--- src/rtl/register_file.sv ---
// Multi-entry register storage: one synchronous write port, two combinational
// read ports, synchronous bulk clear, optional write bypass and hardwired-zero entry.
module register_file #(
  parameter int unsigned WIDTH    = 8,
  parameter int unsigned DEPTH    = 8,
  parameter int unsigned ADDR_W   = 3,
  parameter int unsigned BYPASS   = 0,
  parameter int unsigned ZERO_REG = 0
) (
  input  logic              clk,
  input  logic              reset,
  input  logic              clr,
  input  logic              we,
  input  logic [ADDR_W-1:0] waddr,
  input  logic [WIDTH-1:0]  wdata,
  input  logic [ADDR_W-1:0] raddr_a,
  output logic [WIDTH-1:0]  rdata_a,
  input  logic [ADDR_W-1:0] raddr_b,
  output logic [WIDTH-1:0]  rdata_b
);

  logic [WIDTH-1:0]  mem [DEPTH];
  logic              wr_ok;
  logic [ADDR_W-1:0] raddr [2];
  logic [WIDTH-1:0]  rdata [2];

  // A write lands only on an in-range, non-hardwired entry with no clear or reset pending.
  assign wr_ok = we && !clr && !reset && (32'(waddr) < DEPTH) &&
                 !((ZERO_REG != 0) && (waddr == '0));

  always_ff @(posedge clk or posedge reset) begin
    if (reset) begin
      for (int unsigned i = 0; i < DEPTH; i++) mem[i] <= '0;
    end else if (clr) begin
      for (int unsigned i = 0; i < DEPTH; i++) mem[i] <= '0;
    end else begin
      for (int unsigned i = 0; i < DEPTH; i++)
        if (wr_ok && (waddr == ADDR_W'(i))) mem[i] <= wdata;
    end
  end

  assign raddr[0] = raddr_a;
  assign raddr[1] = raddr_b;

  // Address decode by comparison so out-of-range reads fall through to zero.
  always_comb begin
    for (int unsigned p = 0; p < 2; p++) begin
      rdata[p] = '0;
      for (int unsigned i = 0; i < DEPTH; i++)
        if (raddr[p] == ADDR_W'(i)) rdata[p] = mem[i];
      if ((ZERO_REG != 0) && (raddr[p] == '0)) rdata[p] = '0;
      if ((BYPASS != 0) && wr_ok && (raddr[p] == waddr)) rdata[p] = wdata;
      if (reset) rdata[p] = '0;
    end
  end

  assign rdata_a = rdata[0];
  assign rdata_b = rdata[1];

endmodule

--- config.mk ---
export PLATFORM = sky130hd
export DESIGN_NAME = register_file
export DESIGN_NICKNAME = d
export VERILOG_FILES = /design/src/rtl/register_file.sv
export SDC_FILE = /design/constraint.sdc
export NUM_CORES = 1
export LEC_CHECK = 0
export ABC_CLOCK_PERIOD_IN_PS = 5400
export BUFFER_PORTS_ARGS = -buffer_cell sky130_fd_sc_hd__buf_2
export CORE_MARGIN = 2
export CORE_UTILIZATION = 45
export DETAILED_ROUTE_END_ITERATION = 8
export PLACE_DENSITY_LB_ADDON = 0.15
export SYNTH_ARGS = -nofsm -noshare
export SYNTH_HDL_FRONTEND = slang
export SYNTH_SLANG_ARGS = --single-unit
--- constraint.sdc ---
create_clock -name clk -period 5.4 [get_ports clk]
set_input_delay 0.54 -clock clk [delete_from_list [all_inputs] [get_ports clk]]
set_output_delay 0.54 -clock clk [all_outputs]
set_load 0.005 [all_outputs]
Yosys cells after proc, flatten, opt, wreduce, memory -nomap -nowiden
Index checks and enable logic that the tools add are counted.
Widths: inputs -> output; s select.

storage, ports and cells
  output and inout port bits = 16
  bits in registers = 64
  logic and storage cells = 79
  input bits = 21

cells by class
  muxes and demuxes = 27
  reductions and logical operators = 23
  equality and inequality tests = 21

operators by type and width
  kind                number
  $mux 8              26
  $mux 64             1
  $eq 3x3->1 const B  12
  $eq 3x2->1 const B  6
  $reduce_bool 2->1   8
  $logic_and 1x1->1   10
  $eq 3x1->1 const B  3
  $logic_not 3->1     3
  $logic_not 1->1     2

Logic depth before layout (Yosys ltp)
Gate-level depths: netlist of the first run.

  depth in word-level cells = 10
  depth in mapped cells = 6
  depth with buffers taken out = 4

Least setup slack after synthesis of the first run
Ideal clock, no wire load.

  path type = input-to-output
  start = input reset
  end = output rdata_a[4]
  setup slack = 1.543 ns
  required time = 4.860 ns
  path buffers = 1
  data arrival time = 3.317 ns
  cell stages on the path = 4
  cells stage by stage = inv_1 clkbuf_1 o21ai_0 a221oi_1

on the way
  longest elaborated chain between the ends = 1

ends and longest elaborated chain
  item             line  RTL
  start, declared  11    input logic reset,
  $mux 8           53    if (reset) rdata[p] = '0;
  end, declared    17    output logic [WIDTH-1:0] rdata_a,

Every way passes these cells.

Worst setup path in the final report of the first run
  start = input raddr_b[2]
  end = output rdata_b[7]

on the way
  longest elaborated chain between the ends = 10
  elaborated cells on any way between the ends = 17
  classes of those cells = 7 x eq/ne; 9 x mux; 1 x reduce/logical

ends and longest elaborated chain
  item                 line  RTL
  start, declared      18    input logic [ADDR_W-1:0] raddr_b,
  $logic_not 3->1      50    if (raddr[p] == ADDR_W'(i)) rdata[p] = mem[i];
  $mux 8 (7 in a row)  50
  $mux 8 (*)           50
  $mux 8 (*)           53
  end, declared        19    output logic [WIDTH-1:0] rdata_b

Mark *: on every way between the ends. The rest lies on a longest branch, timed or not.

==> results.md, run 1 <==
- Synthesis-stage register bit count: 64
- Clk root buf: clkbuf_8
- Biggest regs: mem (64)
- WL final: 12.6 mm
- Row cnt: 34
- Initial core utilization: 45.6%
- Slowest cell on the critical path: clkinv_1
- Area of the mapped netlist: 3920 µm²
- Max IR drop VDD: 0.000195 V
- Minimum clock period: 3.08 ns
- Worst EP required: 4.86 ns
- Worst Tran Pin Value: 0.870 ns
- Metal2 WL: 5.80 mm
- Slew HR: 41.8%
- Syn_area_per_cell: 8.71 µm²
- Post-synth top area share: 40.9%
- Cts hold-fix bufs: 0
- Number of global-route vias before repair: 3549
- Clock Path Buffers: 2
- Startpoint of the worst register-to-register path: mem[10]
- CTS buffer count: 9
- Via/cell ratio: 6.39
- Synth warn: 0
- Setup TNS: 0 ns
- CTS resizes: 0
- Critical path endpoint category: output port
- Buffers on Ports: 36
- CP max stage delay: 0.49 ns
- P per Cell Area: 250 nW/µm²
- Startpoint Class: input pin
- Fmax: 325 MHz
- Gate Count Post-Synth: 450
- Cells taking the most area after synthesis: dfrtp_1 41%, mux2i_1 13%, o21ai_0 5.9%
- R2R Setup Slk: 4.61 ns
- Placeable core area: 8590 µm²
- Initial antenna violation count: 0
- Pleak: 1.90 nW
- Die H: 97.3 µm
- PnR Total Power: 1.08 mW
- Postcts setup bufs: 0
- Share of layout cells above drive strength 1: 16.4%
- Largest area contributor in the netlist: dfrtp_1
- Wire per inst: 22.0 µm
- Final setup viols: 0
- 1st-iter DRT viols: 377
- Tightest hold margin: 0.400 ns
- CP Class: in2out
- Routed Antenna Nets: 0
- Die width: 97.3 µm
- Unrepaired setup endpoints after global routing: false
- Crit path cell chain: buf_2 -> clkinv_1 -> a211oi_1 -> a221oi_1 -> a2111oi_0 -> buf_2
- Reg2reg path depth: 2
- Routed length on met3: 1.02 mm
- Worst path bufs/invs: 3
- Max FFs per register: 64
- 1st-pass router iterations: 5
- Total nets after synthesis: 471
- CP arrival: 2.54 ns
- Global route overflow: 0
- DP HPWL: 7.99 mm
- Netlist cell types: 32
- Clock transition at path regs: 0.08 ns
- Post-route DRC: 0
- Highest metal used: met4
- Die area: 9470 µm²
- Clock Skew: 0 ns
- Clk_lat worst skew: 0.35 ns
- CP Max Fanout: 29
- Vias: 3657
- Hold crit path type: in2async
- Max Cap Viol: 0
- NumNets Final: 480
- Status: complete, no violations
- ANT cells: 0
- First-pass GRT wire length: 19.8 mm
- Max H-tree Level: 3
- CP most frequent cell: buf_2
- Fillers: 846
- Largest net degree at the start of global routing: 67
- Post-synthesis sequential area ratio: 40.9%
- RR Endpoint: mem[10]
- TritonCTS clock tree: yes
- Final RePlAce weighted congestion: 0.865
- Largest Register: mem
- DRT met1 WL: 5.38 mm
- Fin util: 50.2%
- Slew Limit Fails: 0
- CTS sink cnt: 64
- CP top delay family: buffers and inverters
- I/O pins: 37
- Hold Fails Final Rpt: 0
- Area added between synthesis and finish: 9.99%
- Tcrit/Tclk final: 57.0%
- Global Route Usage Sum: 27.0%
## logic make-up after synthesis
family / after synthesis / synth area share (%)
compound gates: 143 / 23.0
simple gates: 127 / 14.3
flops: 64 / 40.9
mux: 63 / 16.5
buf+inv: 53 / 5.39
## final cells by class
| cell class | instances | area [µm²] | area share [%] |
|---|---|---|---|
| inverter | 10 | 37.5 | 0.871 |
| sequential | 64 | 1600 | 37.1 |
| tap | 108 | 135 | 3.13 |
| timing repair buffer | 41 | 218 | 5.05 |
| clock buffer | 11 | 131 | 3.05 |
| multi-input combinational | 333 | 2110 | 48.9 |
| clock inverter | 5 | 81.3 | 1.89 |
## per-layer routing
layer / vias to the layer above / GRT usage (%)
met5: - / 0
met3: 32 / 5.04
met4: 0 / 10.8
met1: 1789 / 38.0
li1: 1638 / -
met2: 198 / 41.5
## where the power goes
group / internal (mW) / total (mW) / switching [mW] / leakage, nW
combinational: 0.0384 / 0.133 / 0.0950 / 0.902
clock: 0.260 / 0.458 / 0.197 / 0.104
sequential: 0.482 / 0.485 / 0.00299 / 0.893
total: 0.781 / 1.08 / 0.295 / 1.90
## Yosys cell counts
cell type and n:
a211oi_1 5, a221oi_1 16, o21ai_0 46, and2_1 1, mux2_2 13, a32oi_1 1, nor3b_1 1, or3b_4 1
mux2i_1 50, clkbuf_1 29, dfrtp_1 64, a2111oi_0 1, nor2b_1 3, nand2b_1 6, clkbuf_2 2, nor2_2 3
nand3b_1 1, nand3_1 2, a32o_1 7, nor3_4 2, nor2_1 52, buf_2 8, buf_1 4, inv_1 8
a21oi_1 36, nand2_1 54, a22o_1 9, or3_4 1, a22oi_1 6, clkinv_1 2, o211ai_1 1, o22ai_1 15
## worst max path at each step
stage | cells past startpoint | slack (ns) | from | to
3_5_place_dp | 6 | 2.39 | raddr_b[2] | rdata_b[7]
3_3_place_gp | 6 | 2.36 | raddr_b[2] | rdata_b[7]
5_1_grt | 6 | 2.16 | raddr_b[2] | rdata_b[7]
4_1_cts | 6 | 2.35 | raddr_b[2] | rdata_b[7]
6_report | 6 | 2.32 | raddr_b[2] | rdata_b[7]
2_1_floorplan | 4 | 1.54 | reset | rdata_a[4]
## cell usage in the layout, fill, tap and decap left out, types with 3 or more instances in the layout
master / count
nor2_1: 52
a21oi_1: 36
nand2_1: 54
a22o_1: 9
buf_4: 5
a32o_1: 7
o21ai_0: 46
a211oi_1: 5
mux2i_1: 50
clkbuf_8: 9
a22oi_1: 6
o22ai_1: 15
nor2_2: 3
mux2_2: 13
inv_1: 7
a221oi_1: 16
nor2b_1: 3
dfrtp_1: 64
nand2b_1: 6
buf_2: 36
## metrics by stage
| step | cell area, µm² | instances | setup WS [ns] |
|---|---|---|---|
| floorplan | 3920 | 450 | 1.54 |
| global placement | 4100 | 556 | 2.36 |
| detailed placement | 4100 | 556 | 2.39 |
| CTS | 4310 | 572 | 2.35 |
| global route | 4310 | 572 | 2.16 |
| finish | 4310 | 572 | 2.32 |
## worst register-to-register path, stage by stage (launching register included)
cell and delay (ns):
dfrtp_1 0.44, o21ai_0 0.12, a21oi_1 0.15
Power figures use the tool's default switching activity.
==> inputs of run 2 (changes only) <==
--- a/config.mk
+++ b/config.mk
@@ -5,7 +5,7 @@
 export SDC_FILE = /design/constraint.sdc
 export NUM_CORES = 1
 export LEC_CHECK = 0
-export ABC_CLOCK_PERIOD_IN_PS = 5400
+export ABC_CLOCK_PERIOD_IN_PS = 3200
 export BUFFER_PORTS_ARGS = -buffer_cell sky130_fd_sc_hd__buf_2
 export CORE_MARGIN = 2
 export CORE_UTILIZATION = 45
==> constraint.sdc (replaced) <==
create_clock -name clk -period 3.2 [get_ports clk]
set_input_delay 0.32 -clock clk [delete_from_list [all_inputs] [get_ports clk]]
set_output_delay 0.32 -clock clk [all_outputs]
set_load 0.005 [all_outputs]
==> results.md, run 2 (synthesis results as in run 1) <==
- CTS sink cnt: 64
- Worst EP required: 2.88 ns
- Vias: 3660
- CP Max Fanout: 19
- Startpoint of the worst register-to-register path: mem[15]
- 1st-pass router iterations: 5
- Slowest cell on the critical path: clkinv_1
- Fmax: 393 MHz
- Largest net degree at the start of global routing: 65
- WL final: 12.6 mm
- Most common cell after layout, fill and taps aside: dfrtp_1
- Final setup viols: 0
- Most frequent cells in the layout: 64 x dfrtp_1, 54 x nand2_1, 52 x nor2_1
- Placeable core area: 8590 µm²
- Max IR drop VDD: 0.000264 V
- Pleak: 1.90 nW
- Routed Antenna Nets: 0
- Status: complete, no violations
- Minimum clock period: 2.54 ns
- 1st-iter DRT viols: 386
- PnR Total Power: 1.74 mW
- Via/cell ratio: 6.38
- Final instance area: 4310 µm²
- CTS buffer count: 9
- Worst setup margin: 0.655 ns
- Max Cap Viol: 0
- Biggest regs: mem (64)
- Tcrit/Tclk final: 79.5%
- Cts hold-fix bufs: 0
- TritonCTS clock tree: yes
- Postcts setup bufs: 0
- Setup TNS: 0 ns
- ANT cells: 0
- Clk_lat worst skew: 0.35 ns
- Initial antenna violation count: 0
- P per Cell Area: 404 nW/µm²
- Buffers on Ports: 36
- Pre-CTS setup slack: 0.756 ns
- CP Class: in2out
- Clk root buf: clkbuf_8
- Max FFs per register: 64
- NumNets Final: 483
- Max H-tree Level: 3
- Slew HR: 47.7%
- Crit path cell chain: buf_2 -> clkinv_1 -> a211oi_1 -> a221oi_1 -> a2111oi_0 -> buf_2
- Die area: 9470 µm²
- Dpl cell area: 4120 µm²
- Hold Fails Final Rpt: 0
- CP arrival: 2.22 ns
- CP max stage delay: 0.43 ns
- Area added between synthesis and finish: 9.93%
- Final RePlAce weighted congestion: 0.918
- Slew Limit Fails: 0
- Initial core utilization: 45.6%
- Global route overflow: 0
- Die H: 97.3 µm
- Critical Path Start: raddr_b[2]
- Fin util: 50.1%
- First-pass GRT wire length: 19.9 mm
- Worst Tran Pin Value: 0.784 ns
- I/O pins: 37
- Row cnt: 34
- CP top delay family: buffers and inverters
- Number of global-route vias before repair: 3592
- DP HPWL: 7.95 mm
- Die width: 97.3 µm
- Share of layout cells above drive strength 1: 16.7%
- Hold crit path type: in2async
- Unrepaired setup endpoints after global routing: false
- Clock Skew: 0 ns
- Worst path bufs/invs: 3
- CTS resizes: 0
- Clock transition at path regs: 0.08 ns
- CP most frequent cell: buf_2
- Critical path endpoint category: output port
- Global Route Usage Sum: 26.9%
- Largest Register: mem
- Startpoint Class: input pin
- Clock Path Buffers: 2
- Post-route DRC: 0
- Wire per inst: 21.9 µm
## run 2: changes by cell type in the layout (fill, tap and decap cells not counted)
cell,delta
buf_4,+3
bufinv_16,-1
clkinv_4,-1
clkbuf_8,+1
## run 2: per-layer routing
metal | up-vias | global-route usage [%] | part of all wire [%]
li1 | 1637 | - | -
met1 | 1798 | 36.9 | 43
met2 | 192 | 43.0 | 47
met3 | 33 | 4.24 | 7.2
met4 | 0 | 10.5 | 2.7
met5 | - | 0 | 0
## run 2: power breakdown
part           internal (mW)  switching, mW
Sequential             0.814        0.00512
Clock                  0.376          0.320
Combinational         0.0672          0.159
Total                   1.26          0.485
## run 2: path summary, 6_finish.rpt
check	to	slack, ns	cells past startpoint
min	mem[0]	0.15	2
max reg2reg	mem[15]	2.42	2
max	rdata_b[7]	0.66	6
min reg2reg	mem[2]	0.55	2
min in group clk	mem[11]	0.28	3
max in group asynchronous	mem[25]	2.34	3
## run 2: cell type report
| cell class | count | area [µm²] |
|---|---|---|
| Sequential cell | 64 | 1600 |
| Fill cell | 831 | 4280 |
| Timing Repair Buffer | 44 | 240 |
| Tap cell | 108 | 135 |
| Clock inverter | 3 | 42.5 |
| Inverter | 10 | 37.5 |
| Clock buffer | 12 | 145 |
| Multi-Input combinational cell | 333 | 2110 |
## run 2: worst reg2reg max path, cell delays in order, from the launching register on
cell,delay [ns]
dfrtp_1,0.42
o21ai_0,0.12
a21oi_1,0.15
## run 2: metrics by stage
stage	hold WS [ns]	cells
4_1_cts	0.155	574
6_report	0.147	574
5_1_grt	0.182	574
2_1_floorplan	0.497	450
3_5_place_dp	0.526	559
3_3_place_gp	0.517	559
